$ cat config.mk
export PLATFORM = sky130hd
export DESIGN_NAME = sata_link_ctrl_pm
export DESIGN_NICKNAME = d
export VERILOG_FILES = /design/src/rtl/sata_link_pkg.sv /design/src/rtl/sata_link_tx_mux.sv /design/src/rtl/sata_link_ctrl_pm.sv
export SDC_FILE = /design/constraint.sdc
export NUM_CORES = 1
export LEC_CHECK = 0
export CELL_PAD_IN_SITES_DETAIL_PLACEMENT = 1
export CELL_PAD_IN_SITES_GLOBAL_PLACEMENT = 1
export CORE_UTILIZATION = 20
export DETAILED_ROUTE_END_ITERATION = 8
export HOLD_SLACK_MARGIN = 0.12
export PLACE_DENSITY_LB_ADDON = 0.1
export SLEW_MARGIN = 10
export SYNTH_ARGS = -nofsm -noshare
export SYNTH_HDL_FRONTEND = slang
export SYNTH_HIERARCHICAL = 1
export SYNTH_SLANG_ARGS = --single-unit
$ cat constraint.sdc
create_clock -name clk -period 1.67 [get_ports clk]
set_input_delay 0.334 -clock clk [delete_from_list [all_inputs] [get_ports clk]]
set_output_delay 0.334 -clock clk [all_outputs]
set_load 0.01 [all_outputs]
$ cat src/rtl/sata_link_pkg.sv
// rtl/sata_link_pkg.sv - shared state, power-mode and primitive encodings for the SATA link controller
package sata_link_pkg;

  typedef enum logic [3:0] {
    ST_NOT_READY = 4'd0,
    ST_IDLE      = 4'd1,
    ST_PM_DENY   = 4'd2,
    ST_PM_ACK    = 4'd3,
    ST_PARTIAL   = 4'd4,
    ST_SLUMBER   = 4'd5,
    ST_WAKE      = 4'd6
  } link_state_t;

  typedef enum logic [1:0] {
    PM_ACTIVE  = 2'd0,
    PM_PARTIAL = 2'd1,
    PM_SLUMBER = 2'd2
  } pm_mode_t;

  // K28.3-led primitive dwords, byte 0 first on the wire
  localparam logic [31:0] PRIM_SYNC   = 32'hB5B5_957C;
  localparam logic [31:0] PRIM_PMACK  = 32'h9595_957C;
  localparam logic [31:0] PRIM_PMNACK = 32'hF5F5_957C;

endpackage

$ cat src/rtl/sata_link_tx_mux.sv
// rtl/sata_link_tx_mux.sv - fixed-priority transmit mux, lowest busy channel wins over the fallback primitive
module sata_link_tx_mux #(
  parameter int NUM_CH = 2
) (
  input  logic [NUM_CH-1:0]    ch_busy,
  input  logic [32*NUM_CH-1:0] ch_tx_dout,
  input  logic [NUM_CH-1:0]    ch_tx_is_k,
  input  logic [31:0]          prim_dout,
  input  logic                 prim_is_k,
  output logic [31:0]          tx_dout,
  output logic                 tx_is_k
);

  // Scan from the top so the lowest busy index is the last assignment
  always_comb begin
    tx_dout = prim_dout;
    tx_is_k = prim_is_k;
    for (int i = NUM_CH - 1; i >= 0; i--) begin
      if (ch_busy[i]) begin
        tx_dout = ch_tx_dout[32*i +: 32];
        tx_is_k = ch_tx_is_k[i];
      end
    end
  end

endmodule

$ cat src/rtl/sata_link_ctrl_pm.sv
// rtl/sata_link_ctrl_pm.sv - SATA link-layer control FSM with PMREQ handling; power management built under SATA_LINK_PM_EN
module sata_link_ctrl_pm
  import sata_link_pkg::*;
#(
  parameter int NUM_CH       = 2,
  parameter int PREQ_FILTER  = 2,
  parameter int PMACK_CYCLES = 4,
  parameter int WAKE_TIMEOUT = 1024
) (
  input  logic                 clk,
  input  logic                 rst,
  input  logic                 phy_ready,
  input  logic                 platform_ready,
  input  logic                 detect_preq_s,
  input  logic                 detect_preq_p,
  input  logic                 pm_allow,
  input  logic                 host_wake,
  input  logic [NUM_CH-1:0]    ch_busy,
  input  logic [32*NUM_CH-1:0] ch_tx_dout,
  input  logic [NUM_CH-1:0]    ch_tx_is_k,
  output logic [NUM_CH-1:0]    ch_en,
  output logic [31:0]          tx_dout,
  output logic                 tx_is_k,
  output logic                 link_ready,
  output logic [1:0]           pm_state,
  output logic                 wake_req,
  output logic [3:0]           state
);

  localparam logic [3:0] PREQ_MAX = 4'(PREQ_FILTER);

  link_state_t cur_state, nxt_state;
  pm_mode_t    pm_mode;
  logic [3:0]  preq_cnt, preq_cnt_nxt;
  logic        preq_hit, preq_done, any_busy, link_hold;
  logic [31:0] prim_dout, mux_dout;
  logic        mux_is_k;

  assign preq_hit     = detect_preq_s | detect_preq_p;
  assign preq_cnt_nxt = !preq_hit ? 4'd0 :
                        (preq_cnt >= PREQ_MAX) ? PREQ_MAX : preq_cnt + 4'd1;
  assign preq_done    = (preq_cnt_nxt == PREQ_MAX);
  assign any_busy     = |ch_busy;
  assign link_hold    = (cur_state == ST_NOT_READY) || (cur_state == ST_IDLE) ||
                        (cur_state == ST_PM_DENY)   || (cur_state == ST_PM_ACK);

`ifdef SATA_LINK_PM_EN
  localparam logic [7:0]  ACK_LAST   = 8'(PMACK_CYCLES - 1);
  localparam logic [15:0] WAKE_LIMIT = 16'(WAKE_TIMEOUT);

  logic [7:0]  ack_cnt;
  logic [15:0] wake_cnt, wake_cnt_inc;
  logic        pm_slumber;

  assign wake_cnt_inc = wake_cnt + 16'd1;
`else
  logic unused_pm;
  assign unused_pm = pm_allow ^ host_wake ^ (PMACK_CYCLES == 0) ^ (WAKE_TIMEOUT == 0);
`endif

  always_ff @(posedge clk) begin
    if (rst) cur_state <= ST_NOT_READY;
    else     cur_state <= nxt_state;
  end

  always_comb begin
    nxt_state = cur_state;
    if (!platform_ready) begin
      nxt_state = ST_NOT_READY;
    end else if (!phy_ready && link_hold) begin
      nxt_state = ST_NOT_READY;
    end else begin
      case (cur_state)
        ST_NOT_READY: nxt_state = ST_IDLE;
        ST_IDLE: begin
          if (preq_done && !any_busy) begin
`ifdef SATA_LINK_PM_EN
            nxt_state = pm_allow ? ST_PM_ACK : ST_PM_DENY;
`else
            nxt_state = ST_PM_DENY;
`endif
          end
        end
        ST_PM_DENY: if (!preq_hit) nxt_state = ST_IDLE;
`ifdef SATA_LINK_PM_EN
        ST_PM_ACK: if (ack_cnt == ACK_LAST) nxt_state = pm_slumber ? ST_SLUMBER : ST_PARTIAL;
        ST_PARTIAL, ST_SLUMBER: if (host_wake) nxt_state = ST_WAKE;
        ST_WAKE: begin
          // wake_cnt_inc counts WAKE cycles including the current one
          if (phy_ready && wake_cnt_inc >= 16'd2) nxt_state = ST_IDLE;
          else if (wake_cnt_inc == WAKE_LIMIT)   nxt_state = ST_NOT_READY;
        end
`endif
        default: nxt_state = ST_NOT_READY;
      endcase
    end
  end

  always_comb begin
    prim_dout = PRIM_SYNC;
    pm_mode   = PM_ACTIVE;
    wake_req  = 1'b0;
    case (cur_state)
      ST_PM_DENY: prim_dout = PRIM_PMNACK;
`ifdef SATA_LINK_PM_EN
      ST_PM_ACK:  prim_dout = PRIM_PMACK;
      ST_PARTIAL: pm_mode   = PM_PARTIAL;
      ST_SLUMBER: pm_mode   = PM_SLUMBER;
      ST_WAKE:    wake_req  = 1'b1;
`endif
      default: ;
    endcase
  end

  always_ff @(posedge clk) begin
    if (rst || !platform_ready) preq_cnt <= 4'd0;
    else                        preq_cnt <= preq_cnt_nxt;
  end

`ifdef SATA_LINK_PM_EN
  always_ff @(posedge clk) begin
    if (rst) begin
      ack_cnt    <= 8'd0;
      wake_cnt   <= 16'd0;
      pm_slumber <= 1'b0;
    end else begin
      ack_cnt  <= (cur_state == ST_PM_ACK && nxt_state == ST_PM_ACK) ? ack_cnt + 8'd1 : 8'd0;
      wake_cnt <= (cur_state == ST_WAKE && nxt_state == ST_WAKE) ? wake_cnt_inc : 16'd0;
      if (cur_state == ST_IDLE && nxt_state == ST_PM_ACK) pm_slumber <= detect_preq_s;
    end
  end
`endif

  always_ff @(posedge clk) begin
    if (rst) ch_en <= '0;
    else     ch_en <= (cur_state == ST_IDLE) ? '1 : '0;
  end

  sata_link_tx_mux #(.NUM_CH(NUM_CH)) u_tx_mux (
    .ch_busy    (ch_busy),
    .ch_tx_dout (ch_tx_dout),
    .ch_tx_is_k (ch_tx_is_k),
    .prim_dout  (prim_dout),
    .prim_is_k  (1'b1),
    .tx_dout    (mux_dout),
    .tx_is_k    (mux_is_k)
  );

  assign tx_dout    = rst ? PRIM_SYNC : mux_dout;
  assign tx_is_k    = rst ? 1'b1 : mux_is_k;
  assign link_ready = (cur_state == ST_IDLE) && !any_busy;
  assign pm_state   = pm_mode;
  assign state      = cur_state;

endmodule

==> out/results.tsv <==
stage	metric	value	unit
clock_network	cts-root-buf	clkbuf_8	
clock_network	path_clk_slew	0.04	ns
timing	clock_skew	0.0006276	ns
critical_path	path_max_fanout	1	
detailed_routing	num_vias	1662	
critical_path	cpPeakStageDelay	0.41	ns
placement	place_ws	-0.4325	ns
floorplan	fp.dieW	83.01	µm
critical_path	end_kind	output pin	
worst_hold_path	whs_endpoint	preq_cnt[0]	
grt	first_global_vias	1628	
floorplan	core_area	6350	µm²
critical_path	crit_family	buffers and inverters	
power	leakagePower	1.341	nW
detailed_routing	drtPass1Iterations	4	
critical_path	worstRegToRegCells	4	
timing	setup_viol	0	
critical_path	rr_endpoint	state[0]	
timing	hold_violations	0	
logic_synthesis	synth_flop_cell	dfxtp_1	
timing	final.period_utilization	97.98	%
run_status	status	finished, final reports clean	
critical_path	crit-reg2reg-launch	preq_cnt[0]	
grt	overflow	0	
timing	fin_ws	0.03380	ns
logic_synthesis	seq_area_frac_synth	10.68	%
critical_path	worstSetupPathType	in2out	
logic_synthesis	avgSynthCellArea	7.133	µm²
logic_synthesis	async_flop_share	0	%
worst_hold_path	min_from	preq_cnt[0]	
grt	grt_first_pass_wirelength	7728	µm
placement	io_buffers	111	
final_layout	final_cell_area	2793	µm²
logic_synthesis	synth_edf_count	0	
detailed_routing	ant_nets	0	
clock_network	ctsHoldBuffers	0	
final_layout	drive_gt1_share	25.90	%
clock_network	ctsHtreeMaxLevel	1	
job	max_cap_violations	0	
final_layout	final_cells	409	
logic_synthesis	ys_seq_elements	7	
placement	dpl_cell_area	2646	µm²
critical_path	cp_slowest_cell	clkdlybuf4s50_1	
critical_path	required	1.34	ns
clock_network	clk_path_buf_depth	2	
critical_path	worst-path-buf-inv	2	
final_layout	area_growth	112.8	%
critical_path	reg2reg_slack	0.23	ns
clock_network	numCtsBuffers	3	
critical_path	cp-start-kind	input pin	
grt	grt_max_degree	31	
power	finalPower	1.049	mW
timing	layout_min_cycle_time	1.636	ns
timing	hold_ws	0.4450	ns
timing	fmax	611.2	MHz
grt	grt_use_total	13.39	%
timing	drv_slew	0	
critical_path	cp_cell_sequence	clkdlybuf4s50_1, mux2i_1, o21ai_1, or2_4, buf_6	
final_layout	layout.nets	411	
critical_path	arrival	1.30	ns
floorplan	start_util	20.67	%
placement	dp_hpwl	3662	µm
clock_network	cts_tree	yes	
floorplan	num_rows	29	
power	power.density	375.8	nW/µm²
logic_synthesis	ys_warn_count	6	
detailed_routing	drt-initial-drc-count	25	
clock_network	clk_latency	0.23	ns
grt	antenna_found_initial	0	
detailed_routing	wire_per_inst	11.84	µm
final_layout	final_util	43.98	%
floorplan	boundaryPins	119	
detailed_routing	via_per_inst	4.064	
logic_synthesis	synth_cells	184	
placement	gp_congestion	0.7005	
floorplan	die-area	6891	µm²
logic_synthesis	synth_area	1313	µm²
placement	placedCellCount	401	
worst_hold_path	min_path_type	reg2reg	
worst_hold_path	whs_path_depth	1	
timing	timing.setup.tns	0	ns
power	vdd_ir_drop_max	0.5443	mV
detailed_routing	wl	4842	µm
logic_synthesis	yosysUniqueCellTypes	26	
floorplan	die_h	83.01	µm
detailed_routing	drc_errors	0	
clock_network	cts_sinks	7	
final_layout	num_antenna_cells	0	
[flip-flops by register name, summed over array words and instances (netlist names)]
name      count
preq_cnt      4
ch_en         1
state         2
[repair_timing]
action                                  4_1_cts  5_1_grt
cloned                                        1        0
endpoints found under the hold margin         0        0
pin swaps                                     1       12
resized for setup                           158       37
endpoints found under the setup margin       34       20
buffers inserted                              0        3
[cell usage in the layout, fill, tap and decap left out, types with 3 or more instances in the layout]
cell type / Yosys / layout
nor2b_2: 0 / 3
o21ai_1: 30 / 32
buf_4: 7 / 11
nor2_1: 4 / 4
buf_6: 1 / 21
clkbuf_8: 0 / 3
or2_4: 0 / 19
dfxtp_1: 7 / 7
buf_12: 3 / 5
o211ai_1: 3 / 3
buf_2: 4 / 13
conb_1: 2 / 37
dlygate4sd2_1: 0 / 3
nand2_1: 33 / 33
dlymetal6s2s_1: 0 / 6
clkdlybuf4s50_1: 0 / 66
nor2b_1: 14 / 11
mux2i_1: 33 / 32
[synthesized netlist by cell type, types with 3 or more instances]
master,number,area share [%]
mux2i_1,33,25
nand2_1,33,9.4
o21ai_1,30,11
or2_2,20,9.5
nor2b_1,14,6.7
buf_4,7,4.0
dfxtp_1,7,11
clkbuf_1,5,1.4
buf_2,4,1.5
nor2_1,4,1.1
o21ai_0,4,1.5
buf_12,3,4.6
inv_1,3,0.86
o211ai_1,3,1.7
[routing by layer]
layer	wire length, µm	vias up	share of wire [%]	global-route usage, %
li1	-	879	-	-
met1	2290	720	47	17.90
met2	2298	61	47	23.77
met3	240	2	5.0	1.491
met4	13	0	0.27	1.411
met5	0	-	0	0
[logic make-up after synthesis]
family          count (synthesis)  synth area share (%)
simple gates                   75                 30.60
compound gates                 42                 17.83
mux                            33                 25.17
buf+inv                        23                 13.25
flops                           7                 10.68
fa+ha+maj                       2                 1.906
other cells                     2                0.5722
[worst reg2reg max path, delay by kind of cell (launching register included)]
| kind | cells | cell delay [ns] |
|---|---|---|
| AO/OA/AOI/OAI | 2 | 0.59 |
| adder cells (fa/ha/maj) | 1 | 0.31 |
| flip-flops | 1 | 0.35 |
| buffers and inverters | 1 | 0.07 |
[worst max path at each step]
stage              startpoint  depth (start not counted)           to
6_report       ch_tx_dout[35]                          5   tx_dout[3]
5_1_grt        ch_tx_dout[36]                          5   tx_dout[4]
4_1_cts         ch_tx_is_k[1]                          5      tx_is_k
3_5_place_dp       ch_busy[1]                          6      tx_is_k
3_3_place_gp       ch_busy[1]                          6      tx_is_k
2_1_floorplan      ch_busy[1]                          5  tx_dout[21]
[layout make-up]
cell class                      count  area, µm²
Clock buffer                        4      45.04
Fill cell                         788       3557
Inverter                            3      11.26
Multi-Input combinational cell    189       1196
Sequential cell                     7      140.1
Tap cell                           77      96.34
Timing Repair Buffer              129       1304
[where the power goes]
part / total, mW / internal (mW) / switching (mW)
combinational: 0.636 / 0.402 / 0.234
sequential: 0.178 / 0.173 / 0.00448
clock: 0.236 / 0.165 / 0.0707
No activity file was read; power rests on OpenSTA's default activity.
